===== src/rtl/udp_tx_arb_pkg.sv =====
// Shared widths and FSM encoding for the UDP transmit arbiter.
package udp_tx_arb_pkg;
    localparam int IP_W = 32;
    localparam int PORT_W = 16;
    localparam int BYTE_W = 8;
    localparam int PAYLOAD_BYTES_DEF = 5;
    localparam int ST_W = 3;

    typedef logic [ST_W-1:0] state_t;

    localparam logic [2:0] S_IDLE     = 3'd0;
    localparam logic [2:0] S_WAIT_RDY = 3'd1;
    localparam logic [2:0] S_SEND     = 3'd2;
    localparam logic [2:0] S_START    = 3'd3;
    localparam logic [2:0] S_DONE     = 3'd4;
endpackage


===== src/rtl/udp_tx_arbiter_if.sv =====
// Requester bundle plus UDP core transmit port seen by the arbiter.
interface udp_tx_arbiter_if #(
    parameter int NREQ = 2,
    parameter int PAYLOAD_BYTES = 5
);
    import udp_tx_arb_pkg::*;

    logic [NREQ-1:0]                      req_valid;
    logic [NREQ*IP_W-1:0]                 req_ip;
    logic [NREQ*PORT_W-1:0]               req_port;
    logic [NREQ*PAYLOAD_BYTES*BYTE_W-1:0] req_data;
    logic [NREQ-1:0]                      req_grant;
    logic [NREQ-1:0]                      req_done;
    logic [NREQ-1:0]                      req_err;
    logic [IP_W-1:0]                      tx_ip_o;
    logic [PORT_W-1:0]                    tx_dst_port_o;
    logic [BYTE_W-1:0]                    tx_data_o;
    logic                                 tx_data_av_o;
    logic                                 tx_req_o;
    logic                                 tx_req_rdy_i;
    logic                                 tx_data_rdy_i;

    modport master (
        input  req_valid, req_ip, req_port, req_data,
        input  tx_req_rdy_i, tx_data_rdy_i,
        output req_grant, req_done, req_err,
        output tx_ip_o, tx_dst_port_o, tx_data_o,
        output tx_data_av_o, tx_req_o
    );

    modport slave (
        output req_valid, req_ip, req_port, req_data,
        output tx_req_rdy_i, tx_data_rdy_i,
        input  req_grant, req_done, req_err,
        input  tx_ip_o, tx_dst_port_o, tx_data_o,
        input  tx_data_av_o, tx_req_o
    );
endinterface


===== src/rtl/udp_payload_serializer.sv =====
// Fixed-length payload shift register, MSB byte first, with byte counter.
module udp_payload_serializer
    import udp_tx_arb_pkg::*;
#(
    parameter int PAYLOAD_BYTES = PAYLOAD_BYTES_DEF
) (
    input  logic                              clk,
    input  logic                              rst,
    input  logic                              load,
    input  logic                              clr,
    input  logic                              shift,
    input  logic [PAYLOAD_BYTES*BYTE_W-1:0]   din,
    output logic [BYTE_W-1:0]                 byte_out,
    output logic                              last
);
    localparam int W = PAYLOAD_BYTES * BYTE_W;
    localparam int CW = $clog2(PAYLOAD_BYTES + 1);

    logic [W-1:0]  shreg;
    logic [CW-1:0] cnt;

    always_ff @(posedge clk) begin
        if (rst) begin
            shreg <= '0;
            cnt <= '0;
        end else if (load) begin
            shreg <= din;
            cnt <= '0;
        end else if (clr) begin
            cnt <= '0;
        end else if (shift) begin
            shreg <= shreg << BYTE_W;
            cnt <= cnt + 1'b1;
        end
    end

    assign byte_out = shreg[W-1 -: BYTE_W];
    assign last = (cnt == CW'(PAYLOAD_BYTES - 1));
endmodule


===== src/rtl/udp_tx_arbiter.sv =====
// Round-robin share of the UDP core tx port with per-transfer timeout.
// TX_ARB_FIXED_PRIO_EN: requester 0 always wins, rr among the rest.
module udp_tx_arbiter
    import udp_tx_arb_pkg::*;
#(
    parameter int NREQ = 2,
    parameter int PAYLOAD_BYTES = PAYLOAD_BYTES_DEF,
    parameter int TIMEOUT = 50000
) (
    input  logic            clk50m,
    input  logic            rst,
    udp_tx_arbiter_if.master bus
);
    localparam int PW = $clog2(NREQ);
    localparam int TW = $clog2(TIMEOUT + 1);
    localparam int DW = PAYLOAD_BYTES * BYTE_W;

    state_t          state;
    logic [PW-1:0]   rr;
    logic [PW-1:0]   w;
    logic [PW-1:0]   win;
    logic [PW-1:0]   nxt;
    logic            any;
    logic [TW-1:0]   tcnt;
    logic            tmo;
    logic [NREQ-1:0] grant;
    logic [NREQ-1:0] done;
    logic [NREQ-1:0] err;
    logic [NREQ-1:0] w_oh;
    logic [IP_W-1:0] ip;
    logic [PORT_W-1:0] port;
    logic [BYTE_W-1:0] data;
    logic            av;
    logic            req;
    logic            load;
    logic            clr;
    logic            shift;
    logic [BYTE_W-1:0] ser_byte;
    logic            ser_last;

    always_comb begin
        int idx;
        int base;
        idx = 0;
        base = 0;
        win = '0;
        any = 1'b0;
`ifdef TX_ARB_FIXED_PRIO_EN
        if (bus.req_valid[0]) begin
            any = 1'b1;
        end else begin
            base = (rr == '0) ? 1 : int'(rr);
            for (int k = 0; k < NREQ - 1; k++) begin
                idx = base + k;
                if (idx >= NREQ) idx = idx - (NREQ - 1);
                if (!any && bus.req_valid[idx]) begin
                    any = 1'b1;
                    win = PW'(idx);
                end
            end
        end
`else
        base = int'(rr);
        for (int k = 0; k < NREQ; k++) begin
            idx = base + k;
            if (idx >= NREQ) idx = idx - NREQ;
            if (!any && bus.req_valid[idx]) begin
                any = 1'b1;
                win = PW'(idx);
            end
        end
`endif
    end

    // Pointer moves past the last served requester; 0 is skipped in fixed-prio builds.
    always_comb begin
`ifdef TX_ARB_FIXED_PRIO_EN
        nxt = (int'(w) + 1 >= NREQ) ? PW'(1) : PW'(int'(w) + 1);
`else
        nxt = (int'(w) + 1 >= NREQ) ? '0 : PW'(int'(w) + 1);
`endif
    end

    assign w_oh = {{(NREQ-1){1'b0}}, 1'b1} << w;
    assign tmo = (tcnt == TW'(TIMEOUT - 1));
    assign load = (state == S_IDLE) && any;
    assign clr = (state == S_WAIT_RDY) && bus.tx_req_rdy_i;
    assign shift = (state == S_SEND) && bus.tx_data_rdy_i;

    udp_payload_serializer #(
        .PAYLOAD_BYTES(PAYLOAD_BYTES)
    ) u_ser (
        .clk      (clk50m),
        .rst      (rst),
        .load     (load),
        .clr      (clr),
        .shift    (shift),
        .din      (bus.req_data[DW*win +: DW]),
        .byte_out (ser_byte),
        .last     (ser_last)
    );

    always_ff @(posedge clk50m) begin
        if (rst) begin
            state <= S_IDLE;
            rr <= '0;
            w <= '0;
            tcnt <= '0;
            grant <= '0;
            done <= '0;
            err <= '0;
            ip <= '0;
            port <= '0;
            data <= '0;
            av <= 1'b0;
            req <= 1'b0;
        end else begin
            grant <= '0;
            done <= '0;
            err <= '0;
            unique case (state)
                S_IDLE: begin
                    if (any) begin
                        w <= win;
                        grant <= {{(NREQ-1){1'b0}}, 1'b1} << win;
                        ip <= bus.req_ip[IP_W*win +: IP_W];
                        port <= bus.req_port[PORT_W*win +: PORT_W];
                        tcnt <= '0;
                        state <= S_WAIT_RDY;
                    end
                end
                S_WAIT_RDY: begin
                    if (bus.tx_req_rdy_i) begin
                        state <= S_SEND;
                    end else if (tmo) begin
                        err <= w_oh;
                        rr <= nxt;
                        state <= S_IDLE;
                    end else begin
                        tcnt <= tcnt + 1'b1;
                    end
                end
                S_SEND: begin
                    if (bus.tx_data_rdy_i) begin
                        data <= ser_byte;
                        av <= 1'b1;
                        if (ser_last) begin
                            tcnt <= '0;
                            state <= S_START;
                        end
                    end else begin
                        av <= 1'b0;
                    end
                end
                S_START: begin
                    av <= 1'b0;
                    if (bus.tx_req_rdy_i) begin
                        req <= 1'b1;
                        state <= S_DONE;
                    end else if (tmo) begin
                        err <= w_oh;
                        rr <= nxt;
                        state <= S_IDLE;
                    end else begin
                        tcnt <= tcnt + 1'b1;
                    end
                end
                S_DONE: begin
                    req <= 1'b0;
                    done <= w_oh;
                    rr <= nxt;
                    state <= S_IDLE;
                end
                default: state <= S_IDLE;
            endcase
        end
    end

    assign bus.req_grant = grant;
    assign bus.req_done = done;
    assign bus.req_err = err;
    assign bus.tx_ip_o = ip;
    assign bus.tx_dst_port_o = port;
    assign bus.tx_data_o = data;
    assign bus.tx_data_av_o = av;
    assign bus.tx_req_o = req;
endmodule


===== src/flat_wrapper.sv =====
// flat-port wrapper written by rule: the top's interface ports become plain ports
module udp_tx_arbiter_flat import udp_tx_arb_pkg::*;
#(
    parameter int NREQ = 2,
    parameter int PAYLOAD_BYTES = PAYLOAD_BYTES_DEF,
    parameter int TIMEOUT = 50000
)
  (clk50m, rst, bus_req_valid, bus_req_ip, bus_req_port, bus_req_data, bus_tx_req_rdy_i, bus_tx_data_rdy_i, bus_req_grant, bus_req_done, bus_req_err, bus_tx_ip_o, bus_tx_dst_port_o, bus_tx_data_o, bus_tx_data_av_o, bus_tx_req_o);
  udp_tx_arbiter_if #(.NREQ(NREQ), .PAYLOAD_BYTES(PAYLOAD_BYTES)) bus_i ();
  input  logic clk50m;
  input  logic rst;
  input wire logic [$bits(bus_i.req_valid)-1:0] bus_req_valid;
  input wire logic [$bits(bus_i.req_ip)-1:0] bus_req_ip;
  input wire logic [$bits(bus_i.req_port)-1:0] bus_req_port;
  input wire logic [$bits(bus_i.req_data)-1:0] bus_req_data;
  input wire logic [$bits(bus_i.tx_req_rdy_i)-1:0] bus_tx_req_rdy_i;
  input wire logic [$bits(bus_i.tx_data_rdy_i)-1:0] bus_tx_data_rdy_i;
  output wire logic [$bits(bus_i.req_grant)-1:0] bus_req_grant;
  output wire logic [$bits(bus_i.req_done)-1:0] bus_req_done;
  output wire logic [$bits(bus_i.req_err)-1:0] bus_req_err;
  output wire logic [$bits(bus_i.tx_ip_o)-1:0] bus_tx_ip_o;
  output wire logic [$bits(bus_i.tx_dst_port_o)-1:0] bus_tx_dst_port_o;
  output wire logic [$bits(bus_i.tx_data_o)-1:0] bus_tx_data_o;
  output wire logic [$bits(bus_i.tx_data_av_o)-1:0] bus_tx_data_av_o;
  output wire logic [$bits(bus_i.tx_req_o)-1:0] bus_tx_req_o;
  assign bus_i.req_valid = bus_req_valid;
  assign bus_i.req_ip = bus_req_ip;
  assign bus_i.req_port = bus_req_port;
  assign bus_i.req_data = bus_req_data;
  assign bus_i.tx_req_rdy_i = bus_tx_req_rdy_i;
  assign bus_i.tx_data_rdy_i = bus_tx_data_rdy_i;
  assign bus_req_grant = bus_i.req_grant;
  assign bus_req_done = bus_i.req_done;
  assign bus_req_err = bus_i.req_err;
  assign bus_tx_ip_o = bus_i.tx_ip_o;
  assign bus_tx_dst_port_o = bus_i.tx_dst_port_o;
  assign bus_tx_data_o = bus_i.tx_data_o;
  assign bus_tx_data_av_o = bus_i.tx_data_av_o;
  assign bus_tx_req_o = bus_i.tx_req_o;
  udp_tx_arbiter #(.NREQ(NREQ), .PAYLOAD_BYTES(PAYLOAD_BYTES), .TIMEOUT(TIMEOUT)) u_core (.clk50m(clk50m), .rst(rst), .bus(bus_i));
endmodule

===== config.mk =====
export PLATFORM = sky130hd
export DESIGN_NAME = udp_tx_arbiter_flat
export DESIGN_NICKNAME = d
export VERILOG_FILES = /design/src/rtl/udp_tx_arb_pkg.sv /design/src/rtl/udp_tx_arbiter_if.sv /design/src/rtl/udp_payload_serializer.sv /design/src/rtl/udp_tx_arbiter.sv /design/src/flat_wrapper.sv
export SDC_FILE = /design/constraint.sdc
export NUM_CORES = 1
export LEC_CHECK = 0
export BUFFER_PORTS_ARGS = -buffer_cell sky130_fd_sc_hd__buf_4
export CAP_MARGIN = 20
export CORE_MARGIN = 3
export CORE_UTILIZATION = 49
export DETAILED_ROUTE_END_ITERATION = 8
export GPL_TIMING_DRIVEN = 0
export PLACE_DENSITY = 0.91
export SKIP_CTS_REPAIR_TIMING = 1
export SYNTH_ARGS = -nofsm -noshare
export SYNTH_HDL_FRONTEND = slang
export SYNTH_HIERARCHICAL = 1
export SYNTH_SLANG_ARGS = --single-unit

===== constraint.sdc =====
create_clock -name clk50m -period 3.1 [get_ports clk50m]
set_clock_uncertainty 0.2 [all_clocks]
set_input_delay 0.465 -clock clk50m [delete_from_list [all_inputs] [get_ports clk50m]]
set_output_delay 0.465 -clock clk50m [all_outputs]
set_load 0.03 [all_outputs]

==> flow_summary.ini <==
[critical_path]
r2r_start = u_core/state[0]
crit_path_end_kind = register
arrival_ps = 2830
timing.rr.end = u_core/u_ser/shreg[30]
r2r_cells = 7
r2r_slack_ps = 350
critical_path_class = register to register
crit_fanout = 13
start_kind = register
worstPathRequired_ps = 3190

[yosys]
yosys_warnings = 6
yosysMostFrequentCell = nand2_1
synth_top_area_share_pct = 40.8
synthCells = 827
ys_types = 49
syn_area_um2 = 6280
async_reset_ff_share_pct = 0
yosys.area.top_type = dfxtp_1
ys_top_cells_by_count = nand2_1 (250), dfxtp_1 (128), nor3_1 (71)
synth-seq-cells = 128
synth_flop_cell = dfxtp_1
syn_nets = 1012
seq_area_frac_synth_pct = 40.8
synth_edf_count = 0
syn_avg_cell_area_um2 = 7.59
ys_top_cells_by_area = dfxtp_1 (41%), nand2_1 (15%), a2111oi_2 (6.9%)

[route]
wire_per_inst_um = 16.5
firstDrtPassIters = 5
drc = 0
drtIter0Drc = 710
ant_nets = 0
vias = 6978
drt_wl_total_um = 21000
via_per_inst = 5.49

[worst_hold_path]
min_from = bus_req_ip[32]
min_path_cells = 3
hp-class = input port to register
hold_path_end = u_core/bus.tx_ip_o[0]

[layout]
fin_util_pct = 72.3
n_fill_cell = 915
final_cell_area_um2 = 8860
insertedDiodeCount = 0
area_growth_pct = 41.1
drive_gt1_share_pct = 30.0
finalNetCount = 1275

[clocking]
clockBufferDepth = 2
clk_pin_slew_ps = 60
cts-buffers-inserted = 17
root_buffer = clkbuf_16
cts_num_sinks = 128
htree_levels = 4
cts_tree = yes
clk_latency_ps = 410

[global_routing]
overflow = 0
grt_pass1_vias = 6934
antenna_found_initial = 0
grt_pass1_wl_um = 33200
grt_start_max_net_pins = 17
grt_usage_pct = 28.8

[timing]
relSlewSlack_pct = 48.3
setup_viol = 0
rsz0062_at_grt = false
hold_violations = 0
finalWorstSetupSlack_ps = 353
min_period_ps = 2750
finalSetupTns_ps = 0
fin_crit_sh_pct = 88.6
drv_slew = 0
fmax_ghz = 0.364
worstMarginPinSlew_ps = 776

[die]
dieWidth_um = 119
die_y_um = 119
rows = 40
ioPinCount = 246
die-area_um2 = 14200
coreArea_um2 = 12300
start_util_pct = 51.2

[placement]
io_buffers = 245
place_ws_ps = -127
gp_congestion = 0.927
placement.cell_area_um2 = 8330
hpwlAfterDp_um = 15600

[power]
power.leakage_nw = 3.90
powerDensity_nw_per_um2 = 607
max-vdd-ir-drop_v = 0.000425
total_power_mw = 5.38

[flow_run]
drv_cap = 0

[status]
status = finished clean
==> how the worst max path moves through the flow <==
stage	startpoint	depth (start not counted)	slack (ps)	to
4_1_cts	u_core/state[0]	8	120	u_core/u_ser/shreg[30]
6_report	u_core/state[0]	7	350	u_core/u_ser/shreg[30]
3_3_place_gp	bus_req_valid[0]	9	-90	u_core/u_ser/shreg[39]
5_1_grt	u_core/state[2]	7	2	u_core/u_ser/shreg[30]
2_1_floorplan	bus_tx_req_rdy_i	4	830	u_core/tcnt[15]
3_5_place_dp	bus_req_valid[0]	9	-130	u_core/u_ser/shreg[39]
==> placed cells by master, fill, tap and decap left out, types with 29 or more instances in the layout <==
master / n
nor2_1: 65
a2111oi_2: 29
nand2_1: 250
a21oi_1: 30
a311oi_1: 48
nor3_1: 71
clkbuf_1: 49
buf_4: 254
inv_1: 41
dfxtp_1: 128
==> per-stage QoR <==
step | hold WS, ps | cells
2_1_floorplan | 249 | 827
3_3_place_gp | 243 | 1240
3_5_place_dp | 257 | 1240
4_1_cts | 115 | 1271
5_1_grt | 123 | 1270
6_report | 129 | 1270
==> sequential cells by signal (all words and copies together) (netlist names) <==
signal	count
u_core/rr	1
u_core/bus.tx_dst_port_o	16
u_core/u_ser/cnt	3
u_core/bus.tx_data_av_o	1
u_core/tcnt	16
u_core/state	3
u_core/bus.req_done	2
u_core/bus.req_err	2
u_core/bus.req_grant	2
u_core/bus.tx_data_o	8
u_core/u_ser/shreg	40
u_core/bus.tx_ip_o	32
u_core/bus.tx_req_o	1
u_core/w	1
==> per-layer routing <==
layer | share of wire (%) | routed length, µm | up-vias | global-route usage, %
met2 | 50 | 10500 | 314 | 48.3
met4 | 3.4 | 708 | 0 | 13.4
met3 | 6.8 | 1420 | 62 | 6.70
li1 | - | - | 3371 | -
met1 | 40 | 8340 | 3231 | 34.9
met5 | 0 | 0 | - | 0
==> critical path, cell delays in order, from the launching register on <==
cell	delay [ps]
dfxtp_1	430
nor2_1	130
nand3_1	310
clkinv_1	420
nand2b_1	290
clkbuf_1	420
nor3_1	140
a2111oi_2	290
==> where the power goes <==
| group | switching (mW) | internal (mW) | leakage, nW |
|---|---|---|---|
| clock | 0.716 | 1.07 | 0.256 |
| combinational | 0.969 | 0.635 | 2.59 |
| sequential | 0.121 | 1.86 | 1.05 |
| total | 1.81 | 3.57 | 3.90 |
==> kinds of logic after synthesis <==
logic type      Yosys count  share of synthesized area (%)
xor+xnor                  7                          0.976
compound gates          132                           18.9
fa+ha+maj                 3                          0.598
buf+inv                 116                           7.95
flops                   128                           40.8
mux                       1                          0.159
simple gates            440                           30.6
==> cell type report <==
| cell class | count | area [µm²] | share of cell area [%] |
|---|---|---|---|
| Buffer | 72 | 334 | 3.77 |
| Clock buffer | 21 | 470 | 5.31 |
| Clock inverter | 10 | 63.8 | 0.720 |
| Inverter | 43 | 161 | 1.82 |
| Multi-Input combinational cell | 583 | 3220 | 36.3 |
| Sequential cell | 128 | 2560 | 28.9 |
| Tap cell | 168 | 210 | 2.37 |
| Timing Repair Buffer | 245 | 1840 | 20.8 |
No activity file was read; power rests on OpenSTA's default activity.
